[config.mk]
export PLATFORM = sky130hd
export DESIGN_NAME = i4004_timing
export DESIGN_NICKNAME = d
export VERILOG_FILES = /design/src/rtl/i4004_timing.sv
export SDC_FILE = /design/constraint.sdc
export NUM_CORES = 1
export LEC_CHECK = 0
export CORE_MARGIN = 2
export CORE_UTILIZATION = 45
export CTS_BUF_LIST = sky130_fd_sc_hd__clkbuf_4 sky130_fd_sc_hd__clkbuf_8
export CTS_CLUSTER_DIAMETER = 100
export DETAILED_ROUTE_END_ITERATION = 8
export PLACE_DENSITY = 0.69
export SYNTH_ARGS = -nofsm -noshare
export SYNTH_HDL_FRONTEND = slang
export SYNTH_SLANG_ARGS = --single-unit
[constraint.sdc]
create_clock -name clk_i -period 2.2 [get_ports clk_i]
set_input_delay 0.33 -clock clk_i [delete_from_list [all_inputs] [get_ports clk_i]]
set_output_delay 0.33 -clock clk_i [all_outputs]
set_load 0.01 [all_outputs]
[src/rtl/i4004_timing.sv]
// i4004 machine-cycle sequencer: synchronizes PHI2, steps A1..X3, and drives
// SYNC, CM strobes, bus direction, opcode latch enables and the RESET_i sequence.
module i4004_timing #(
  parameter int unsigned SYNC_STAGES = 2,
  parameter int unsigned RESET_STEPS = 64
) (
  input  logic       clk_i,
  input  logic       rst_ni,
  input  logic       phi2_i,
  input  logic       reset_pin_i,
  input  logic       two_word_i,
  input  logic       io_inst_i,
  input  logic       src_i,
  input  logic [3:0] ram_bank_i,
  output logic       step_o,
  output logic [2:0] state_o,
  output logic       sync_o,
  output logic       cm_rom_o,
  output logic [3:0] cm_ram_o,
  output logic       bus_oe_o,
  output logic [1:0] addr_nib_o,
  output logic       opr_le_o,
  output logic       opa_le_o,
  output logic       second_word_o,
  output logic       pc_inc_o,
  output logic       clear_o
);

  localparam int unsigned CNT_W = $clog2(RESET_STEPS + 1);
  localparam logic [CNT_W-1:0] CNT_MAX = CNT_W'(RESET_STEPS);

  typedef enum logic [2:0] {
    A1 = 3'd0, A2 = 3'd1, A3 = 3'd2, M1 = 3'd3,
    M2 = 3'd4, X1 = 3'd5, X2 = 3'd6, X3 = 3'd7
  } state_t;

  // PHI2 synchronizer and rising-edge detect
  logic [SYNC_STAGES-1:0] meta_q;
  logic                   phi_d_q;
  logic                   rise;

  always_ff @(posedge clk_i or negedge rst_ni) begin
    if (!rst_ni) begin
      meta_q  <= '0;
      phi_d_q <= 1'b0;
    end else begin
      meta_q  <= {meta_q[SYNC_STAGES-2:0], phi2_i};
      phi_d_q <= meta_q[SYNC_STAGES-1];
    end
  end

  assign rise = meta_q[SYNC_STAGES-1] & ~phi_d_q;

  state_t           state_q, state_n;
  logic [CNT_W-1:0] cnt_q, cnt_n;
  logic             clear_q, clear_n;
  logic             armed_q, armed_n;
  logic             sw_q, sw_n;
  logic             step_q;
  logic             sync_q, sync_n;
  logic             rom_q, rom_n;
  logic [3:0]       ram_q, ram_n;
  logic             boe_q, boe_n;
  logic [1:0]       addr_q, addr_n;
  logic             opr_q, opr_n;
  logic             opa_q, opa_n;
  logic             pc_q, pc_n;
  logic             io_ok, src_ok, strobe;

  // State and output registers
  always_ff @(posedge clk_i or negedge rst_ni) begin
    if (!rst_ni) begin
      state_q <= X3;
      cnt_q   <= '0;
      clear_q <= 1'b1;
      armed_q <= 1'b0;
      sw_q    <= 1'b0;
      step_q  <= 1'b0;
      sync_q  <= 1'b0;
      rom_q   <= 1'b0;
      ram_q   <= 4'd0;
      boe_q   <= 1'b0;
      addr_q  <= 2'd0;
      opr_q   <= 1'b0;
      opa_q   <= 1'b0;
      pc_q    <= 1'b0;
    end else begin
      state_q <= state_n;
      cnt_q   <= cnt_n;
      clear_q <= clear_n;
      armed_q <= armed_n;
      sw_q    <= sw_n;
      step_q  <= rise;
      sync_q  <= sync_n;
      rom_q   <= rom_n;
      ram_q   <= ram_n;
      boe_q   <= boe_n;
      addr_q  <= addr_n;
      opr_q   <= opr_n;
      opa_q   <= opa_n;
      pc_q    <= pc_n;
    end
  end

  // Next state: reset pin beats the step; clear holds A1 until the count is met
  always_comb begin
    state_n = state_q;
    cnt_n   = cnt_q;
    clear_n = clear_q;
    armed_n = armed_q;
    sw_n    = sw_q;
    if (reset_pin_i) begin
      clear_n = 1'b1;
      sw_n    = 1'b0;
      armed_n = 1'b0;
      if (rise) begin
        state_n = A1;
        if (cnt_q < CNT_MAX) cnt_n = cnt_q + CNT_W'(1);
      end
    end else if (clear_q) begin
      if (rise) begin
        state_n = A1;
        if (cnt_q >= CNT_MAX) begin
          clear_n = 1'b0;
          cnt_n   = '0;
        end else begin
          cnt_n = cnt_q + CNT_W'(1);
        end
      end
    end else if (rise) begin
      state_n = state_t'(state_q + 3'd1);
      if (state_n == X1) armed_n = two_word_i & ~sw_q;
      if (state_n == A1) begin
        sw_n    = armed_q;
        armed_n = 1'b0;
      end
    end
  end

  // Output decode for the state being entered; levels hold between steps
  always_comb begin
    sync_n = sync_q;
    rom_n  = rom_q;
    ram_n  = ram_q;
    boe_n  = boe_q;
    addr_n = addr_q;
    opr_n  = 1'b0;
    opa_n  = 1'b0;
    pc_n   = 1'b0;
    io_ok  = io_inst_i & ~sw_n;
    src_ok = src_i & ~sw_n;
    strobe = 1'b0;
    if (clear_n) begin
      sync_n = 1'b0;
      rom_n  = 1'b0;
      ram_n  = 4'd0;
      boe_n  = 1'b0;
      addr_n = 2'd0;
    end else if (rise) begin
      strobe = (state_n == A3) | (io_ok & (state_n == M2)) | (src_ok & (state_n == X2));
      sync_n = (state_n == X3);
      addr_n = (state_n <= A3) ? 2'(state_n) : 2'd0;
      boe_n  = (state_n <= A3) | (src_ok & ((state_n == X2) | (state_n == X3)));
      rom_n  = strobe;
      ram_n  = strobe ? ram_bank_i : 4'd0;
      opr_n  = (state_n == M1);
      opa_n  = (state_n == M2);
      pc_n   = (state_n == M1);
    end
  end

  assign step_o        = step_q;
  assign state_o       = state_q;
  assign sync_o        = sync_q;
  assign cm_rom_o      = rom_q;
  assign cm_ram_o      = ram_q;
  assign bus_oe_o      = boe_q;
  assign addr_nib_o    = addr_q;
  assign opr_le_o      = opr_q;
  assign opa_le_o      = opa_q;
  assign second_word_o = sw_q;
  assign pc_inc_o      = pc_q;
  assign clear_o       = clear_q;

endmodule

Word level (Yosys, flattened, before mapping) --
Cells that the tools add are included.
Operators by class: order comparisons 3, multiplexer cells 39, equality and inequality tests 8, reduce and logical (&&, ||, !) cells 7, add/subtract/negate cells 2, bitwise logic cells 14
Operator list (count):
- $mux W7 | 6
- $mux W1 | 23
- $eq A3 B3 Y1 const B | 4
- $mux W3 | 4
- $mux W4 | 3
- $add A7 B1 Y7 const B | 1
- $and A1 B1 Y1 | 7
- $ge A7 B7 Y1 const B | 1
- $lt A7 B7 Y1 const B | 1
- $eq A3 B2 Y1 const B | 2
- $mux W2 | 3
- $reduce_and A3 Y1 | 2
- $reduce_bool A2 Y1 | 3
- $or A1 B1 Y1 | 4
- $add A3 B1 Y3 const B | 1
- $le A3 B2 Y1 const B | 1
- $logic_not A3 Y1 | 1
- $not A1 Y1 | 3
- $reduce_bool A3 Y1 | 1
- $ne A2 B1 Y1 const B | 1
- $ne A2 B2 Y1 const B | 1
Word-level totals: output and inout bits 18, word-level logic and storage cells 88, register bits after elaboration 28, bits of input ports 11

Depth between registers and ports, before layout --
depth after elaboration 14, mapped depth 9, gate-level depth less buffers 7

Worst setup path after synthesis --
OpenSTA, ideal clock, no wires.
kind reg2reg, start register state_q[0] (netlist: state_o[0]), end register ram_q[0] (netlist: cm_ram_o[0]), path slack 0.385 ns, cell stages (with the launch flop) 9, library setup time 0.132 ns, period minus slack after synthesis 1.815 ns, arrival 1.683 ns, path through dfstp_2 -> inv_1 -> ha_1 -> a22oi_2 -> inv_2 -> and3_4 -> buf_6 -> a32oi_1 -> o21ai_1
On the way: elaborated cells between the ends (all ways) 23, those cells by class add/sub (1); eq/ne (3); mux (11); bitwise (7); reduce/logical (1)
RTL lines:
- from (decl) | line 54 | state_t state_q, state_n;
- from (signal assigned) | line 88 | state_q <= state_n;
- $add A3 B1 Y3 * | line 131 | state_n = state_t'(state_q + 3'd1);
- $mux W3 * | line 130 | end else if (rise) begin
- $mux W3 * | line 120 | end else if (clear_q) begin
- $mux W3 * | line 112 | if (reset_pin_i) begin
- named net state_n[1] | line 54
- $eq A3 B3 Y1 | line 160 | strobe = (state_n == A3) | (io_ok & (state_n == M2)) | (src_ok & (state_n == X2));
- $and A1 B1 Y1 | line 160
- $or A1 B1 Y1 | line 160
- $or A1 B1 Y1 * | line 160
- $mux W4 * | line 165 | ram_n = strobe ? ram_bank_i : 4'd0;
- $mux W4 * | line 159 | end else if (rise) begin
- $mux W4 * | line 153 | if (clear_n) begin
- to (signal assigned) | line 96 | ram_q <= ram_n;
- to (decl) | line 62 | logic [3:0] ram_q, ram_n;
Mark *: on every way through the listed nets, which the timed path passes. The rest lies on a longest branch. The select of a mux whose other input is x is not followed. A chain may end at the register's enable or synchronous reset.

Worst setup path after layout --
start register state_q[0] (netlist: state_o[0]), end register ram_q[3] (netlist: cm_ram_o[3])
The elaborated chain is that of the path after synthesis.

==> metrics.md <==
| Metric | Value |
|---|---|
| # port buffers | 28 |
| Power Density | 586 nW/um^2 |
| Post-DP Area | 1740 sq um |
| Sw Ratio | 24.3% |
| Final Core Density | 58.6% |
| Num ports | 29 |
| Internal | 794 uW |
| First-pass GRT wire length | 4.88 mm |
| Gate power share | 10.8% |
| Req. time, crit path | 2460 ps |
| Post-synthesis sequential area ratio | 49.1% |
| GRT Resource Usage Total | 17.9% |
| CTS tree | built |
| Post-Synth XOR/XNOR Area | 3.05% |
| Setup Fix Bufs, Post-CTS | 0 |
| Worst-Skew Late Latency | 320 ps |
| Final Slew Violations | 0 |
| Initial antenna violation count | 0 |
| Vias in the first global route | 1068 |
| Placeable Area | 3050 sq um |
| Max transition margin | 58.2% |
| Drt drc | 0 |
| Post-route minimum period | 1920 ps |
| RePlAce Congestion | 0.849 |
| TritonCTS buffer count | 3 |
| CTS resizes | 0 |
| ANT nets after route | 0 |
| Antenna Cells | 0 |
| Peak VDD IR | 326 uV |
| Async set or reset register ratio after synthesis | 100% |
| FILL cells | 288 |
| Top post-synthesis cells by area | dfrtp_1, dfstp_2, ha_1, a32oi_1, xor2_1 |
| Max clock buf depth | 2 |
| Simple-gate portion of the synthesized area | 20.6% |
| CP Launch Type | register |
| Vias per Instance | 5.18 |
| Post-Synth Adder-Cell Area | 5.23% |
| Post-synth EDFFs | 0 |
| Final Setup Violations | 0 |
| Fin nets | 177 |
| Status | finished, final reports clean |
| Crit path cell chain | inv_1 -> ha_1 -> a22oi_2 -> inv_2 -> a211oi_1 -> a21oi_1 -> buf_4 -> o21ai_1 |
| Htree depth | 1 |
| Worst-margin pin slew | 625 ps |
| Critical-path top delay cell | dfstp_2 |
| Setup WS post-layout | 281 ps |
| MaxCap Viol Count | 0 |
| HP Class | input pin to asynchronous set/reset pin |
| Final count of hold timing violations | 0 |
| Area fraction of the dominant cell type after synthesis | 41.8% |
| Pre-CTS WS | 48.8 ps |
| CP Capture Type | register |
| Vias after detailed routing | 1052 |
| Ys flop type | dfrtp_1 |
| Largest net degree at the start of global routing | 29 |
| Layout cells sized above 1 | 15.1% |
| Cell area after synthesis | 1440 sq um |
| Die Width | 60.5 um |
| Setup TNS | 0 ps |
| Cell taking the most area after synthesis | dfrtp_1 |
| Synth Area in Compound Gates | 15.5% |
| Number of synthesized register bits | 28 |
| Die ar. | 3660 sq um |
| Clock Pin Slew Worst Setup and Hold Paths | 150 ps |
| CP max stage delay | 610 ps |
| Crit path max fanout | 6 |
| Starting Density | 47.0% |
| Clk network pwr share | 31.8% |
| Fin crit share | 87.2% |
| Mapped Nets | 147 |
| Synth Warn # | 0 |
| Clk root buf | clkbuf_4 |
| Final Routed Wirelength | 2.81 mm |
| Hold_buf cts | 0 |
| Crit path DAT | 2180 ps |
| Commonest cells in the netlist | dfrtp_1, inv_1, nor2_1 |
| Site Rows | 20 |
| Setup CP Type | register to register |
| Seq. cell area | 706 sq um |
| Sink Count | 28 |
| Syn avg cell area | 11.0 sq um |
| Die Y | 60.5 um |
| Psw | 255 uW |
| Mux share of post-synthesis cell area | 0.784% |
| Count leader, synth | dfrtp_1 |
| First-pass detailed-route iteration total | 4 |
| Cells after synthesis | 130 |
| Area of the multi-input gates | 648 sq um |
| Leakage | 0.771 nW |
| Avg WL per Cell | 13.9 um |
| Area delta synth->final | 24.7% |
| Largest family of logic cells by synthesized area | simple AND/OR/NAND/NOR gates |
| RSZ-0062 raised after global routing | false |
| Dpl hpwl | 2.06 mm |
| Fmax | 521 MHz |
| Distinct cells, synth | 45 |
| Finished Cell Area | 1790 sq um |
| GR Overflow Total | 0 |
| Worst Skew | 4.15 ps |
| Drt first-iter violations | 64 |
| Sequential Power Share | 57.5% |
[through the flow]
stage	cells	total power [mW]	hold slack (ps)
floorplan	130	0.668	34.4
global placement	199	0.710	339
detailed placement	199	0.723	341
CTS	203	1.06	355
global route	203	1.10	351
finish	203	1.05	354
[final timing paths]
kind	from	to	slack, ps	cells past startpoint
worst max-delay path	state_o[0]	cm_ram_o[3]	280	8
worst min-delay path	rst_ni	cnt_q[2]	350	2
worst max register to register	state_o[0]	cm_ram_o[3]	280	8
worst min register to register	meta_q[0]	meta_q[1]	370	0
max in group asynchronous	rst_ni	state_o[1]	1540	2
min in group clk_i	meta_q[0]	meta_q[1]	370	0
[critical path, delay by kind of cell, from the launching register on]
family,cells,cell delay [ps]
adders and majority gates,1,290
AOI/OAI and AO/OA,4,650
buffers and inverters,3,310
DFF,1,610
[placed cells by master, fill, tap and decap left out, types with 2 or more instances in the layout]
cell type and count:
dfrtp_1 24, o21ai_1 5, and2_1 2, nor3_1 2, nor2b_1 4, nand2_1 6, nand4_1 3, nand3_1 4
o21ai_0 4, a22o_1 3, clkbuf_4 3, dfstp_2 4, nor2_1 8, xor2_1 4, inv_1 8, a21oi_1 3
and3_1 2, buf_4 2, nand2b_1 4, ha_1 6, a32oi_1 4, nand4b_1 2, clkdlybuf4s50_1 28
[cell type report]
class / count / share of cell area, %
clock buffers: 3 / 1.26
repair buffers: 30 / 16.5
clock inverters: 1 / 1.68
inverters: 9 / 1.89
well taps: 44 / 3.07
flip-flops and latches: 28 / 39.4
multi-input cells: 88 / 36.2
[sequential cells by signal, indices dropped and copies added, names as in the netlist, 2 cells and up]
| register | count |
|---|---|
| meta_q | 2 |
| cnt_q | 7 |
| addr_nib_o | 2 |
| state_o | 3 |
| cm_ram_o | 4 |
[per-layer routing]
metal	vias up	GRT usage, %	share of wire (%)
met2	26	28.0	48
met1	508	25.3	48
met3	2	2.77	3.8
met4	0	7.14	0.68
li1	516	-	-
met5	-	0	0
[power by group through the flow]
stage / clock network (mW) / logic (mW) / registers, mW
detailed placement: 0 / 0.113 / 0.610
floorplan: 0 / 0.0680 / 0.600
finish: 0.333 / 0.113 / 0.603
global placement: 0 / 0.103 / 0.607
global route: 0.363 / 0.134 / 0.608
CTS: 0.341 / 0.115 / 0.601
[logic make-up (layout without fill, tap and decap cells)]
kind of cell / count (synthesis) / in the layout
buffers and inverters: 14 / 43
adders and majority gates: 6 / 6
AOI/OAI and AO/OA: 29 / 29
muxes: 1 / 1
and+or+nand+nor: 47 / 47
DFF: 28 / 28
xor gates and xnor gates: 5 / 5
No activity file was read; power rests on OpenSTA's default activity.
